$ cat src/rtl/exp5_sequenciador_pkg.sv
// Shared definitions for the measurement/transmission sequencer:
// state encoding, ASCII constants, frame geometry and character mapping.
package exp5_sequenciador_pkg;

    typedef enum logic [3:0] {
        INICIAL        = 4'd0,
        PREPARA        = 4'd1,
        MEDE           = 4'd2,
        AGUARDA_MEDIDA = 4'd3,
        TRANSMITE      = 4'd4,
        AGUARDA_TX     = 4'd5,
        FIM_CICLO      = 4'd6,
        ESPERA         = 4'd7
    } estado_t;

    localparam logic [6:0] ASCII_NULO      = 7'h00;
    localparam logic [6:0] ASCII_ZERO      = 7'h30;
    localparam logic [6:0] ASCII_INTERROGA = 7'h3F;
    localparam logic [6:0] ASCII_CERQUILHA = 7'h23;

    localparam int FRAME_LEN = 4;
    localparam int IDX_W     = $clog2(FRAME_LEN);

    // One BCD digit as ASCII; invalid digits and error frames show '?'.
    function automatic logic [6:0] digito_ascii(input logic [3:0] nibble, input logic erro);
        if (erro || (nibble > 4'd9)) begin
            return ASCII_INTERROGA;
        end
        return ASCII_ZERO + {3'b000, nibble};
    endfunction

    // Character at position idx of the frame: hundreds, tens, units, '#'.
    function automatic logic [6:0] char_quadro(input logic [11:0] medida,
                                               input logic        erro,
                                               input logic [IDX_W-1:0] idx);
        case (idx)
            2'd0:    return digito_ascii(medida[11:8], erro);
            2'd1:    return digito_ascii(medida[7:4], erro);
            2'd2:    return digito_ascii(medida[3:0], erro);
            default: return ASCII_CERQUILHA;
        endcase
    endfunction

endpackage

$ cat src/rtl/exp5_sequenciador_contador_m.sv
// Modulo-M counter with synchronous clear (zera), count enable (conta)
// and a terminal flag (fim) raised while the count equals M-1.
module contador_m #(
    parameter int M = 16,
    localparam int W = (M > 1) ? $clog2(M) : 1
) (
    input  logic clock,
    input  logic reset,
    input  logic zera,
    input  logic conta,
    output logic fim
);

    logic [W-1:0] valor_q;

    // Count register: reset and zera clear, conta advances and wraps at M-1.
    always_ff @(posedge clock) begin
        if (!reset) begin
            valor_q <= '0;
        end else if (zera) begin
            valor_q <= '0;
        end else if (conta) begin
            valor_q <= fim ? '0 : valor_q + 1'b1;
        end
    end

    // Terminal count flag.
    always_comb begin
        fim = (valor_q == W'(M - 1));
    end

endmodule

$ cat src/rtl/exp5_sequenciador.sv
// Frame sequencer: starts a measurement, waits for it (or times out),
// sends hundreds/tens/units/'#' to a serial transmitter, then idles for
// a fixed interval before the next frame unless parar is set.
module exp5_sequenciador #(
    parameter int INTERVALO      = 50_000_000,
    parameter int TIMEOUT_MEDIDA = 2_500_000
) (
    input  logic        clock,
    input  logic        reset,
    input  logic        parar,
    input  logic [11:0] medida,
    input  logic        pronto_medida,
    input  logic        tx_pronto,
    output logic        medir,
    output logic        partida_serial,
    output logic [6:0]  dado_serial,
    output logic        pronto,
    output logic        erro,
    output logic [3:0]  db_estado
);

    import exp5_sequenciador_pkg::*;

    localparam logic [IDX_W-1:0] LAST_IDX = IDX_W'(FRAME_LEN - 1);

    estado_t          estado_q, estado_d;
    logic [IDX_W-1:0] idx_q, idx_d;
    logic [11:0]      medida_q, medida_d;
    logic             erro_q, erro_d;

    logic zera_timeout, conta_timeout, fim_timeout;
    logic zera_intervalo, conta_intervalo, fim_intervalo;

    contador_m #(.M(TIMEOUT_MEDIDA)) u_timeout (
        .clock (clock),
        .reset (reset),
        .zera  (zera_timeout),
        .conta (conta_timeout),
        .fim   (fim_timeout)
    );

    contador_m #(.M(INTERVALO)) u_intervalo (
        .clock (clock),
        .reset (reset),
        .zera  (zera_intervalo),
        .conta (conta_intervalo),
        .fim   (fim_intervalo)
    );

    // State register.
    always_ff @(posedge clock) begin
        if (!reset) begin
            estado_q <= INICIAL;
        end else begin
            estado_q <= estado_d;
        end
    end

    // Next-state logic; a measurement that arrives on the timeout cycle still counts.
    always_comb begin
        estado_d = estado_q;
        case (estado_q)
            INICIAL:        if (!parar) estado_d = PREPARA;
            PREPARA:        estado_d = MEDE;
            MEDE:           estado_d = AGUARDA_MEDIDA;
            AGUARDA_MEDIDA: if (pronto_medida || fim_timeout) estado_d = TRANSMITE;
            TRANSMITE:      estado_d = AGUARDA_TX;
            AGUARDA_TX:     if (tx_pronto) estado_d = (idx_q == LAST_IDX) ? FIM_CICLO : TRANSMITE;
            FIM_CICLO:      estado_d = ESPERA;
            ESPERA:         if (fim_intervalo) estado_d = parar ? INICIAL : PREPARA;
            default:        estado_d = INICIAL;
        endcase
    end

    // Datapath registers: character index, latched measurement, error flag.
    always_ff @(posedge clock) begin
        if (!reset) begin
            idx_q    <= '0;
            medida_q <= '0;
            erro_q   <= 1'b0;
        end else begin
            idx_q    <= idx_d;
            medida_q <= medida_d;
            erro_q   <= erro_d;
        end
    end

    // Datapath next values; pronto_medida takes precedence over the timeout.
    always_comb begin
        idx_d    = idx_q;
        medida_d = medida_q;
        erro_d   = erro_q;
        case (estado_q)
            PREPARA: idx_d = '0;
            AGUARDA_MEDIDA: begin
                if (pronto_medida) begin
                    medida_d = medida;
                    erro_d   = 1'b0;
                end else if (fim_timeout) begin
                    erro_d   = 1'b1;
                end
            end
            AGUARDA_TX: if (tx_pronto && (idx_q != LAST_IDX)) idx_d = idx_q + 1'b1;
            default: ;
        endcase
    end

    // Moore outputs and counter controls decoded from the current state.
    always_comb begin
        medir           = (estado_q == MEDE);
        partida_serial  = (estado_q == TRANSMITE);
        pronto          = (estado_q == FIM_CICLO);
        zera_timeout    = (estado_q == PREPARA);
        conta_timeout   = (estado_q == AGUARDA_MEDIDA);
        zera_intervalo  = (estado_q == FIM_CICLO);
        conta_intervalo = (estado_q == ESPERA);
        dado_serial     = ASCII_NULO;
        if ((estado_q == TRANSMITE) || (estado_q == AGUARDA_TX)) begin
            dado_serial = char_quadro(medida_q, erro_q, idx_q);
        end
        erro      = erro_q;
        db_estado = estado_q;
    end

endmodule

$ cat config.mk
export PLATFORM = sky130hd
export DESIGN_NAME = exp5_sequenciador
export DESIGN_NICKNAME = d
export VERILOG_FILES = /design/src/rtl/exp5_sequenciador_pkg.sv /design/src/rtl/exp5_sequenciador_contador_m.sv /design/src/rtl/exp5_sequenciador.sv
export SDC_FILE = /design/constraint.sdc
export NUM_CORES = 1
export LEC_CHECK = 0
export BUFFER_PORTS_ARGS = -buffer_cell sky130_fd_sc_hd__buf_4
export CAP_MARGIN = 20
export CORE_MARGIN = 3
export CORE_UTILIZATION = 30
export DETAILED_ROUTE_END_ITERATION = 8
export GPL_TIMING_DRIVEN = 0
export MAX_ROUTING_LAYER = met4
export SYNTH_ARGS = -nofsm -noshare
export SYNTH_HDL_FRONTEND = slang
export SYNTH_SLANG_ARGS = --single-unit
$ cat constraint.sdc
create_clock -name clock -period 2.3 [get_ports clock]
set_input_delay 0.46 -clock clock [delete_from_list [all_inputs] [get_ports clock]]
set_output_delay 0.46 -clock clock [all_outputs]
set_load 0.05 [all_outputs]
==> flow_summary.json <==
{
  "outcome": "finished clean",
  "cts-root-buf": "clkbuf_8",
  "io_buffer_count": 28,
  "arrival_ns": 1.72,
  "fin_nets": 469,
  "r2r_setup_slack_ns": 0.13,
  "multi_input_area_um2": 1990,
  "finalCritPeriodShare": 0.947,
  "stdcell_count": 586,
  "vias_per_cell": 4.99,
  "hold_class": "input port to flop",
  "ir_drop_mv": 0.349,
  "clock_path_buffers": 2,
  "crit_path_start_kind": "flop",
  "finalSetupTns_ns": 0,
  "io_pins": 32,
  "n_antenna_cell": 0,
  "synth_async_sr_flop_share": 0,
  "rr_worst_depth": 7,
  "max_freq_mhz": 459,
  "endpoint": "dado_serial[2]",
  "cp.required_ns": 1.84,
  "clock_sinks": 66,
  "final_common_cell": "dfxtp_1",
  "dr_wl_met3_um": 264,
  "hpwlAfterDp_um": 5410,
  "r2r-start": "u_timeout.valor_q[11]$_SDFFE_PP0P_",
  "start_util": 0.315,
  "final_cell_mix": "65 x dfxtp_1, 56 x nand2_1, 48 x nor2_1",
  "tritoncts": "done",
  "num_vias": 2922,
  "clk_pin_slew_ns": 0.07,
  "cp_slowest_stage_delay_ns": 0.36,
  "synth-edff-count": 0,
  "place_inst": 569,
  "nFillCells": 1108,
  "routabilityCongestion": 0.834,
  "fp.dieW_um": 112,
  "place_area_um2": 3760,
  "wirelength_um": 7530,
  "end_kind": "primary output",
  "crit_start": "idx_q[1]$_SDFFE_PN0P_",
  "synthCells": 404,
  "register_area_um2": 1320,
  "ys.flop_type": "dfxtp_1",
  "crit_type": "flop to primary output",
  "design_area_um2": 4030,
  "critical_path.cell_chain": "inv_1 > ha_1 > o21ai_0 > a311oi_2 > buf_4",
  "clock_latency_ns": 0.35,
  "coreArea_um2": 10600,
  "syn_area_um2": 3340,
  "final_antenna_net_count": 0,
  "syn_area_per_cell_um2": 8.28,
  "drc": 0,
  "p_per_area_nw_per_um2": 552,
  "grt_pass1_wl_um": 13300,
  "worst_pin_slew_ns": 0.502,
  "maxSlewHeadroom": 0.662,
  "die_area_um2": 12500,
  "ys_seq_area_frac": 0.395,
  "slew_violations": 0,
  "wl_met1_um": 3610,
  "period_needed_ns": 2.18,
  "rsz0062_at_grt": "no",
  "drt_pre_antenna_iters": 5,
  "drv_cap": 0,
  "drive_gt1_frac": 0.153,
  "power_leakage_nw": 1.48,
  "gr-usage-all-layers": 0.132,
  "grt_pass1_vias": 2913,
  "path_max_fanout": 5,
  "cts_made_buffers": 9,
  "synthToLayoutAreaGrowth_pct": 20.4,
  "synth_seq_cells": 66,
  "die_h_um": 112,
  "wire_per_inst_um": 12.8,
  "route.met2.wl_um": 3470,
  "grt_max_degree": 11,
  "top_layer": "met4",
  "slowest_stage": "dfxtp_1",
  "yosys_warnings": 0,
  "drt_iter0_drc": 177,
  "finalHoldViolCount": 0,
  "num_rows": 37,
  "synthDistinctLibCells": 53,
  "grt_overflow": 0,
  "antenna_found_initial": 0,
  "skew_ns": 0.00789,
  "finalSetupViolCount": 0,
  "timing.rr.end": "u_timeout.valor_q[21]$_SDFFE_PP0P_",
  "h-tree-depth": 3
}
-- registers in the layout, summed over array words and instances, names as in the netlist --
name and cells:
db_estado 3, erro 1, idx_q 2, medida_q 12, u_intervalo.valor_q 26, u_timeout.valor_q 22
-- cells in the mapped netlist (all sizes together), types with 2 or more instances --
library cell | instances | area (um2)
buf | 5 | 36.3
and3 | 9 | 57.6
xnor2 | 13 | 114
o31ai | 2 | 15.0
nand4 | 15 | 93.8
dfxtp | 66 | 1320
nor2b | 4 | 25.0
a21boi | 13 | 97.6
nor3b | 2 | 15.0
a31oi | 2 | 12.5
or4b | 2 | 20.0
nand3b | 5 | 37.5
nor4b | 2 | 32.5
xor2 | 26 | 228
and4 | 8 | 70.1
a2bb2oi | 2 | 35.0
nand2 | 56 | 210
inv | 8 | 30.0
a311oi | 2 | 17.5
or3 | 5 | 31.3
clkbuf | 15 | 56.3
or4 | 2 | 15.0
nor4 | 7 | 50.1
and2 | 5 | 32.5
ha | 6 | 75.1
a21oi | 8 | 40.0
a41oi | 2 | 17.5
a22oi | 3 | 22.5
nand3 | 15 | 75.1
o21ai | 20 | 100
nand2b | 6 | 37.5
nor3 | 7 | 35.0
o21a | 2 | 15.0
nor2 | 48 | 180
-- power by group --
part	switching (mW)	total, mW	internal [mW]	leakage (nW)
Combinational	0.115	0.188	0.0733	0.851
Clock	0.432	0.870	0.439	0.0920
Sequential	0.0121	1.16	1.15	0.532
-- final cells by class --
cell class | instances | area share
clock inverters | 3 | 0.00373
multi-input cells | 311 | 0.495
inverters | 8 | 0.00746
plain buffers | 18 | 0.0218
clock buffers | 12 | 0.0385
well taps | 136 | 0.0423
flip-flops and latches | 66 | 0.329
repair buffers | 32 | 0.0628
-- worst min path at each step --
stage / slack [ns] / startpoint / to / cells past startpoint
4_1_cts: 0.34 / medida[7] / medida_q[7]$_SDFFE_PN0P_ / 3
2_1_floorplan: 0.44 / medida_q[0]$_SDFFE_PN0P_ / medida_q[0]$_SDFFE_PN0P_ / 2
5_1_grt: 0.35 / medida[5] / medida_q[5]$_SDFFE_PN0P_ / 3
6_report: 0.36 / medida[7] / medida_q[7]$_SDFFE_PN0P_ / 3
3_3_place_gp: 0.46 / u_intervalo.valor_q[25]$_SDFFE_PP0N_ / u_intervalo.valor_q[25]$_SDFFE_PP0N_ / 2
3_5_place_dp: 0.46 / medida_q[4]$_SDFFE_PN0P_ / medida_q[4]$_SDFFE_PN0P_ / 2
-- repair_timing --
item	CTS	global route
gates cloned	0	0
hold buffers	0	0
buffers inserted	2	2
pin swaps	1	2
endpoints found under the setup margin	30	34
gates resized for setup	1	11
hold endpoints to repair	0	0
-- logic make-up after synthesis --
| family | synth area share |
|---|---|
| muxes | 0.00337 |
| AOI/OAI and AO/OA | 0.129 |
| DFF | 0.395 |
| and+or+nand+nor | 0.310 |
| other | 0.00112 |
| xor gates and xnor gates | 0.102 |
| buffers and inverters | 0.0367 |
| adders and majority gates | 0.0224 |
-- worst max-delay path: cells and delay by family (launching register included) --
kind,cells,cell delay [ns]
AOI/OAI and AO/OA,2,0.44
DFF,1,0.36
buffers and inverters,2,0.35
adders and majority gates,1,0.22
-- metrics by stage --
step            util  hold WS (ns)  setup slack, ns  total power, mW
3_3_place_gp   0.355         0.455           -0.192             1.37
2_1_floorplan      -         0.440           0.0135             1.30
3_5_place_dp   0.355         0.464           -0.240             1.37
6_report       0.380         0.362            0.121             2.22
5_1_grt        0.380         0.353          0.00385             2.32
4_1_cts        0.374         0.344          0.00384             2.26
-- metal layers --
metal	up-vias	global-route usage
met1	1363	0.156
li1	1500	-
met2	45	0.210
met4	0	0.0592
met3	14	0.0342
met5	-	-
Note: power is estimated with default switching activity, not from simulation.
